<file path="src/rtl/game_state_ctrl.sv">
// Game-flow controller feeding the VGA picture mux.
// Screen state: 0 = START, 1 = GAME, 2 = END. All state changes are committed
// on frame_tick so the picture never switches mid-frame. Also keeps the game
// countdown in seconds and pulses game_init on every entry into GAME.
// Optional feature: define GAME_PAUSE_EN to enable the key_pause toggle.
// Without it, key_pause is ignored and paused is tied to 0.
module game_state_ctrl #(
  parameter int FPS      = 60,  // frame_tick pulses per second (2..255)
  parameter int GAME_SEC = 60,  // game duration in seconds (1..255)
  parameter int END_SEC  = 5    // end-screen hold in seconds (1..255)
) (
  input  logic       sys_clk,
  input  logic       sys_rst_n,
  input  logic       frame_tick,
  input  logic       key_start,
  input  logic       hit,
  input  logic       key_pause,
  output logic [1:0] state,
  output logic       game_init,
  output logic [7:0] time_left,
  output logic       paused
);

  typedef enum logic [1:0] {
    ST_START = 2'd0,
    ST_GAME  = 2'd1,
    ST_END   = 2'd2
  } state_e;

  localparam logic [7:0]  GAME_SEC_L = 8'(GAME_SEC);
  localparam logic [7:0]  FRAME_LAST = 8'(FPS - 1);
  // The end-screen hold spans END_SEC*FPS frames, which needs up to 16 bits.
  localparam logic [15:0] END_LAST   = 16'(END_SEC * FPS - 1);

  state_e      state_q, state_d;
  logic        game_init_q, game_init_d;
  logic [7:0]  time_left_q, time_left_d;
  logic [7:0]  frame_cnt_q, frame_cnt_d;
  logic [15:0] end_cnt_q, end_cnt_d;
  logic        start_req_q, start_req_d;
  logic        over_req_q, over_req_d;
  logic        paused_q, paused_d;
  logic        frame_wrap;

`ifndef GAME_PAUSE_EN
  // key_pause has no function in this build.
  logic unused_key_pause;
  assign unused_key_pause = key_pause;
`endif

  // State and counter registers, all cleared asynchronously.
  always_ff @(posedge sys_clk or negedge sys_rst_n) begin
    // NOTE: sequential state uses non-blocking (<=) so every register samples
    // the pre-edge values; blocking here would create ordering-dependent races.
    if (!sys_rst_n) begin
      state_q     <= ST_START;
      game_init_q <= 1'b0;
      time_left_q <= GAME_SEC_L;
      frame_cnt_q <= '0;
      end_cnt_q   <= '0;
      start_req_q <= 1'b0;
      over_req_q  <= 1'b0;
      paused_q    <= 1'b0;
    end else begin
      state_q     <= state_d;
      game_init_q <= game_init_d;
      time_left_q <= time_left_d;
      frame_cnt_q <= frame_cnt_d;
      end_cnt_q   <= end_cnt_d;
      start_req_q <= start_req_d;
      over_req_q  <= over_req_d;
      paused_q    <= paused_d;
    end
  end

  // Event latching, frame-aligned transitions and countdown bookkeeping.
  always_comb begin
    // NOTE: every output of this block gets a default first, so no path
    // leaves a signal unassigned and no latch is inferred.
    state_d     = state_q;
    game_init_d = 1'b0;
    time_left_d = time_left_q;
    frame_cnt_d = frame_cnt_q;
    end_cnt_d   = end_cnt_q;
    frame_wrap  = (frame_cnt_q == FRAME_LAST);

    // An event arriving on the tick cycle itself counts for that tick.
    start_req_d = start_req_q | (key_start & ((state_q == ST_START) | (state_q == ST_END)));
    over_req_d  = over_req_q | (hit & (state_q == ST_GAME) & ~paused_q);

`ifdef GAME_PAUSE_EN
    // Pause toggles immediately, not frame-aligned.
    paused_d = paused_q ^ (key_pause & (state_q == ST_GAME));
`else
    paused_d = 1'b0;
`endif

    case (state_q)
      ST_START: begin
        if (frame_tick && start_req_d) begin
          state_d     = ST_GAME;
          game_init_d = 1'b1;
          time_left_d = GAME_SEC_L;
          frame_cnt_d = '0;
          start_req_d = 1'b0;
          over_req_d  = 1'b0;
        end
      end

      ST_GAME: begin
        // A paused game ignores ticks entirely: no counting, no transition.
        if (frame_tick && !paused_q) begin
          frame_cnt_d = frame_wrap ? '0 : frame_cnt_q + 8'd1;
          if (frame_wrap && (time_left_q <= 8'd1)) begin
            // Timeout wins the countdown race even if a hit arrived too.
            state_d     = ST_END;
            time_left_d = '0;
            end_cnt_d   = '0;
            start_req_d = 1'b0;
            over_req_d  = 1'b0;
            paused_d    = 1'b0;
          end else if (over_req_d) begin
            // Game over: time_left freezes at its current value.
            state_d     = ST_END;
            end_cnt_d   = '0;
            start_req_d = 1'b0;
            over_req_d  = 1'b0;
            paused_d    = 1'b0;
          end else if (frame_wrap) begin
            time_left_d = time_left_q - 8'd1;
          end
        end
      end

      ST_END: begin
        if (frame_tick) begin
          if (start_req_d) begin
            state_d     = ST_GAME;
            game_init_d = 1'b1;
            time_left_d = GAME_SEC_L;
            frame_cnt_d = '0;
            end_cnt_d   = '0;
            start_req_d = 1'b0;
            over_req_d  = 1'b0;
          end else if (end_cnt_q == END_LAST) begin
            state_d     = ST_START;
            time_left_d = GAME_SEC_L;
            end_cnt_d   = '0;
            start_req_d = 1'b0;
            over_req_d  = 1'b0;
          end else begin
            end_cnt_d = end_cnt_q + 16'd1;
          end
        end
      end

      default: begin
        // Unreachable encoding: recover to a clean START.
        state_d     = ST_START;
        time_left_d = GAME_SEC_L;
        frame_cnt_d = '0;
        end_cnt_d   = '0;
        start_req_d = 1'b0;
        over_req_d  = 1'b0;
        paused_d    = 1'b0;
      end
    endcase
  end

  assign state     = state_q;
  assign game_init = game_init_q;
  assign time_left = time_left_q;
  assign paused    = paused_q;

endmodule

</file>
<file path="config.mk">
export PLATFORM = sky130hd
export DESIGN_NAME = game_state_ctrl
export DESIGN_NICKNAME = d
export VERILOG_FILES = /design/src/rtl/game_state_ctrl.sv
export SDC_FILE = /design/constraint.sdc
export NUM_CORES = 1
export LEC_CHECK = 0
export CORE_MARGIN = 2
export CORE_UTILIZATION = 62
export DETAILED_ROUTE_END_ITERATION = 8
export GPL_TIMING_DRIVEN = 0
export PLACE_DENSITY_LB_ADDON = 0.3
export SETUP_SLACK_MARGIN = 0.1
export SLEW_MARGIN = 20
export SYNTH_ARGS = -nofsm -noshare
export SYNTH_HDL_FRONTEND = slang
export SYNTH_SLANG_ARGS = --single-unit
</file>
<file path="constraint.sdc">
create_clock -name sys_clk -period 3.09 [get_ports sys_clk]
set_input_delay 0.309 -clock sys_clk [delete_from_list [all_inputs] [get_ports sys_clk]]
set_output_delay 0.309 -clock sys_clk [all_outputs]
set_load 0.02 [all_outputs]
</file>
==> results.md <==
Clocking:
- The clock slew seen by the registers of the worst setup and hold paths is between 0.1 and 0.15 ns.
- The number of levels in the clock H-tree is 2.
- The cell at the root of the clock tree is sky130_fd_sc_hd__clkbuf_4.
- The number of clock buffers added by TritonCTS is 5.
- At the later pin of the worst-skew pair, clock insertion delay measures approximately 0.35 ns.
- Buffers added to address setup during post-CTS repair amount to 0.
- The total clock sinks is 37.
- The maximum buffer depth of the clock tree is 2.
- The CTS tree is yes.

Critical path:
- STA classifies the critical path startpoint as a register.
- The critical setup path kind is register to register.
- The cell that appears most often on the critical path is sky130_fd_sc_hd__o21ai_0.
- The longest individual stage delay on the worst path is about 0.52 ns.
- Walking the worst path, the cells encountered are ha_1, or4b_4, o21ai_0, or2_2, clkbuf_1, o21ai_0.
- The element type at the critical path end is a register.
- The maximum fanout along the worst path is 7.
- The worst path required time is between 3 and 4 ns.
- The arrival time reported for the critical path endpoint is approximately 2.6 ns.
- The critical-path cell with the highest stage delay is sky130_fd_sc_hd__or4b_4.

Finish:
- The number of antenna diodes in the final layout is 0.
- Compared with the post-synthesis result, the final layout area differs by 14.1%.
- The share of cells above drive strength 1 is between 10% and 20%.
- The combined area of the multi-input logic cells is between 1000 and 1500 um^2.
- Registers take 931 um^2.
- The count of nets after finishing is about 280.
- The fill cell instance count of the final layout is 244.

Power:
- The design draws about 1.4 mW.
- Of the total power, the clock network draws a little over a fifth.
- The analysis attributes to net switching a power of 0.542 mW.
- Power spread over the standard cell area amounts to 561 nW/um^2.
- IR analysis of the VDD net gives a maximum drop of 0.317 mV.
- The leakage power figure is approximately 1 nW.
- Combinational cells account for between 30% and 40% of the total power.
- The register share of total power is between 40% and 50%.
- The internal portion of the total power is between 0.8 and 0.9 mW.
- Net switching is 38.6% of the power.

Timing:
- Static timing analysis puts the maximum clock frequency at around 430 MHz.
- Headroom to the max-slew limit came out at around three fifths.
- For the pin with the worst max-slew slack, the measured transition is slightly above 0.6 ns.
- Setup repair after global routing left no endpoint under its margin.
- The summed negative setup slack over all endpoints is 0 ns.
- Across the routed clock network, the largest skew measured is between 0.015 and 0.02 ns.
- The final period utilization is roughly three quarters.
- Setup violations remaining at the end of the flow were counted as 0.
- The minimum clock period is approximately 2.3 ns.
- The final-report max-slew violation count was 0.
- The final hold violation count is 0.

Synthesis:
- The post-synthesis net count is about 260.
- Synthesis handed over a netlist of ~250 instances.
- sky130_fd_sc_hd__dfrtp_1 takes more of the synthesized area than any other cell.
- After synthesis, the share of flip-flops with an asynchronous set or reset is between 90% and 100%.
- The number of distinct library cells after synthesis is 44.
- After synthesis, the cell types taking the most area are sky130_fd_sc_hd__dfrtp_1, sky130_fd_sc_hd__a31oi_1, sky130_fd_sc_hd__dfstp_2, sky130_fd_sc_hd__nand2_1, sky130_fd_sc_hd__nand3_1.
- Summing the sequential cell areas from Yosys gives around 42% of the chip area.
- The top cell type by area accounts for between 30% and 40% of the synthesized area.
- The synthesized design contains 37 register bits.
- The post-synthesis area per instance is ~9.0 um^2.
- The Yosys step of the flow raised 0 warnings.
- In the synthesized netlist the dominant register cell turns out to be sky130_fd_sc_hd__dfrtp_1.
- The number of enable-type register cells in the synthesized netlist is 0.
- After synthesis the cells add up to roughly 2200 um^2.

Place:
- The post-detailed-placement half-perimeter wirelength is 3.43 mm.
- In this run the tool buffered the top-level ports with 15 buffer cells.
- Routability-driven placement finished with a final weighted congestion of around 0.89.

Detailed routing:
- Dividing the detail-routed wire length by the instance count gives 15.5 um.
- The top metal layer carrying routed signals is met4.
- The met2 wire length is about 2.2 mm.
- In the routed design, unresolved DRC markers number 0.
- The number of vias in the routed layout is between 1,500 and 2,000.
- The sum of routed wire length over all layers is 4.89 mm.
- The count of nets left with antenna violations after detail routing is 0.
- The met3 wirelength from detailed routing is about 360 um.
- The first detailed-routing pass ran for 5 iterations.
- The detailed router finished its first iteration with between 200 and 250 violations.
- After detailed routing, the number of vias per cell comes to between 6 and 7.
- For this block, wires on met1 add up to ~2.3 mm.

Global routing:
- The largest net degree at the start of global routing is 23.
- The number of antenna violations at the first check in global routing is 0.
- The total overflow left after global routing is 0.
- The via count of the first global-routing pass is roughly 1,800.
- Global routing used between 20% and 30% of the available tracks across all layers.
- The first-pass GRT wire length is ~8.4 mm.

Floorplan:
- The die covers about 4000 um^2.
- Pin placement for this block handled 18 I/O pins.
- The core region area is between 3000 and 4000 um^2.
- The die outline width is roughly 63 um.
- The die span in y is 63.5 um.
- Once the floorplan was initialized, standard cells occupied 65.3% of the core.
- The number of rows in the core area is 21.

Status:
- The flow ran to the end, and the final reports show no timing, DRC or antenna violations.

Min path:
- The class of the worst hold path is input pin to async pin.

Run:
- The total of max-cap violations is 0.
==> cells in the mapped netlist, drive strengths merged (5+ instances only) <==
library cell   n
buf            5
nor2          12
nand3         18
o31ai          5
and2b          5
dfrtp         33
a31oi         21
nand2         26
a41oi          5
o21ai         17
clkbuf         8
inv           12
nand2b         6
a21oi         10
o22ai          6
==> worst paths after layout <==
check	from	end	slack, ns	cells after the start
min in group sys_clk	frame_cnt_q[7]	frame_cnt_q[7]	0.49	1
max reg2reg	frame_cnt_q[0]	frame_cnt_q[3]	0.74	6
max	frame_cnt_q[0]	frame_cnt_q[3]	0.74	6
max in group asynchronous	sys_rst_n	time_left[4]	2.17	3
min reg2reg	frame_cnt_q[7]	frame_cnt_q[7]	0.49	1
min	sys_rst_n	end_cnt_q[6]	0.41	2
==> placed cells by master (no fill, tap or decap), types with 2 or more instances in the layout <==
cell type                         synthesis  final
sky130_fd_sc_hd__and2b_1                  5      5
sky130_fd_sc_hd__a22oi_1                  4      4
sky130_fd_sc_hd__nand3_1                 18     18
sky130_fd_sc_hd__dfrtp_1                 33     33
sky130_fd_sc_hd__nand4_1                  4      4
sky130_fd_sc_hd__a221oi_1                 3      3
sky130_fd_sc_hd__and4_1                   2      2
sky130_fd_sc_hd__a41oi_1                  5      5
sky130_fd_sc_hd__nor4_1                   3      3
sky130_fd_sc_hd__nand2b_1                 6      6
sky130_fd_sc_hd__o31ai_1                  5      5
sky130_fd_sc_hd__clkbuf_8                 0      2
sky130_fd_sc_hd__o21ai_0                 17     17
sky130_fd_sc_hd__clkbuf_4                 0      5
sky130_fd_sc_hd__a31oi_1                 21     21
sky130_fd_sc_hd__clkbuf_1                 8      8
sky130_fd_sc_hd__nor3_1                   4      4
sky130_fd_sc_hd__and3_1                   4      4
sky130_fd_sc_hd__buf_2                    3      4
sky130_fd_sc_hd__nor2_1                  11     11
sky130_fd_sc_hd__clkdlybuf4s50_1          0     14
sky130_fd_sc_hd__a21oi_1                  9      9
sky130_fd_sc_hd__mux2i_1                  4      4
sky130_fd_sc_hd__and2_1                   4      4
sky130_fd_sc_hd__nand2_1                 26     26
sky130_fd_sc_hd__dfstp_2                  4      4
sky130_fd_sc_hd__ha_1                     4      4
sky130_fd_sc_hd__o22ai_1                  6      6
sky130_fd_sc_hd__nor2b_1                  3      3
sky130_fd_sc_hd__inv_1                   12     12
==> logic make-up (layout without fill, tap and decap cells) <==
family                     Yosys count  after routing  share of synthesized area [%]
buffers and inverters               25             50                           4.96
AOI/OAI and AO/OA                   76             76                           23.5
muxes                                4              4                           1.82
DFF                                 37             37                           42.4
adders and majority gates            4              4                           2.28
other                                1              1                          0.171
and+or+nand+nor                     98             98                           24.8
==> stage by stage <==
stage                     util (%)  area, um^2  std cells  setup WS, ns  hold WS (ns)
after global routing          74.5        2500        316         0.578         0.455
after detailed placement      72.1        2420        307         0.505         0.262
after CTS                     74.5        2500        316         0.740         0.418
after global placement        71.4        2400        306         0.506         0.468
after floorplan                  -        2190        245          1.12        0.0134
final                         74.5        2500        316         0.745         0.406
==> power by group through the flow <==
stage | clock network (mW) | logic [mW] | registers (mW)
detailed placement | 0 | 0.543 | 0.571
finish | 0.292 | 0.550 | 0.562
floorplan | 0 | 0.376 | 0.582
global placement | 0 | 0.522 | 0.568
global route | 0.321 | 0.600 | 0.568
CTS | 0.299 | 0.546 | 0.562
==> registers in the layout, summed over array words and instances, names as in the netlist <==
register / count
end_cnt_q: 16
frame_cnt_q: 8
game_init: 1
over_req_q: 1
start_req_q: 1
state: 2
time_left: 8
==> repair_timing <==
action,in CTS,in global routing
endpoints found under the hold margin,15,0
resized for setup,0,0
hold buffers,1,0
==> per-layer routing <==
metal,vias to the layer above,GRT usage (%)
li1,967,-
met1,930,39.7
met2,91,37.6
met3,9,6.61
met4,0,9.51
met5,-,0
==> final cells by class <==
| class | count | share of cell area (%) |
|---|---|---|
| well taps | 46 | 2.30 |
| clock inverters | 1 | 0.200 |
| plain buffers | 13 | 2.55 |
| inverters | 12 | 1.80 |
| repair buffers | 17 | 7.29 |
| flip-flops and latches | 37 | 37.2 |
| multi-input cells | 183 | 46.1 |
| clock buffers | 7 | 2.60 |
==> worst max-delay path: cells and delay by family (launching register included) <==
kind / cells / cell delay [ns]
compound gates: 2 / 0.60
fa+ha+maj: 1 / 0.26
buf+inv: 1 / 0.25
flops: 1 / 0.39
simple gates: 2 / 0.72
(Power assumes the default switching activity.)
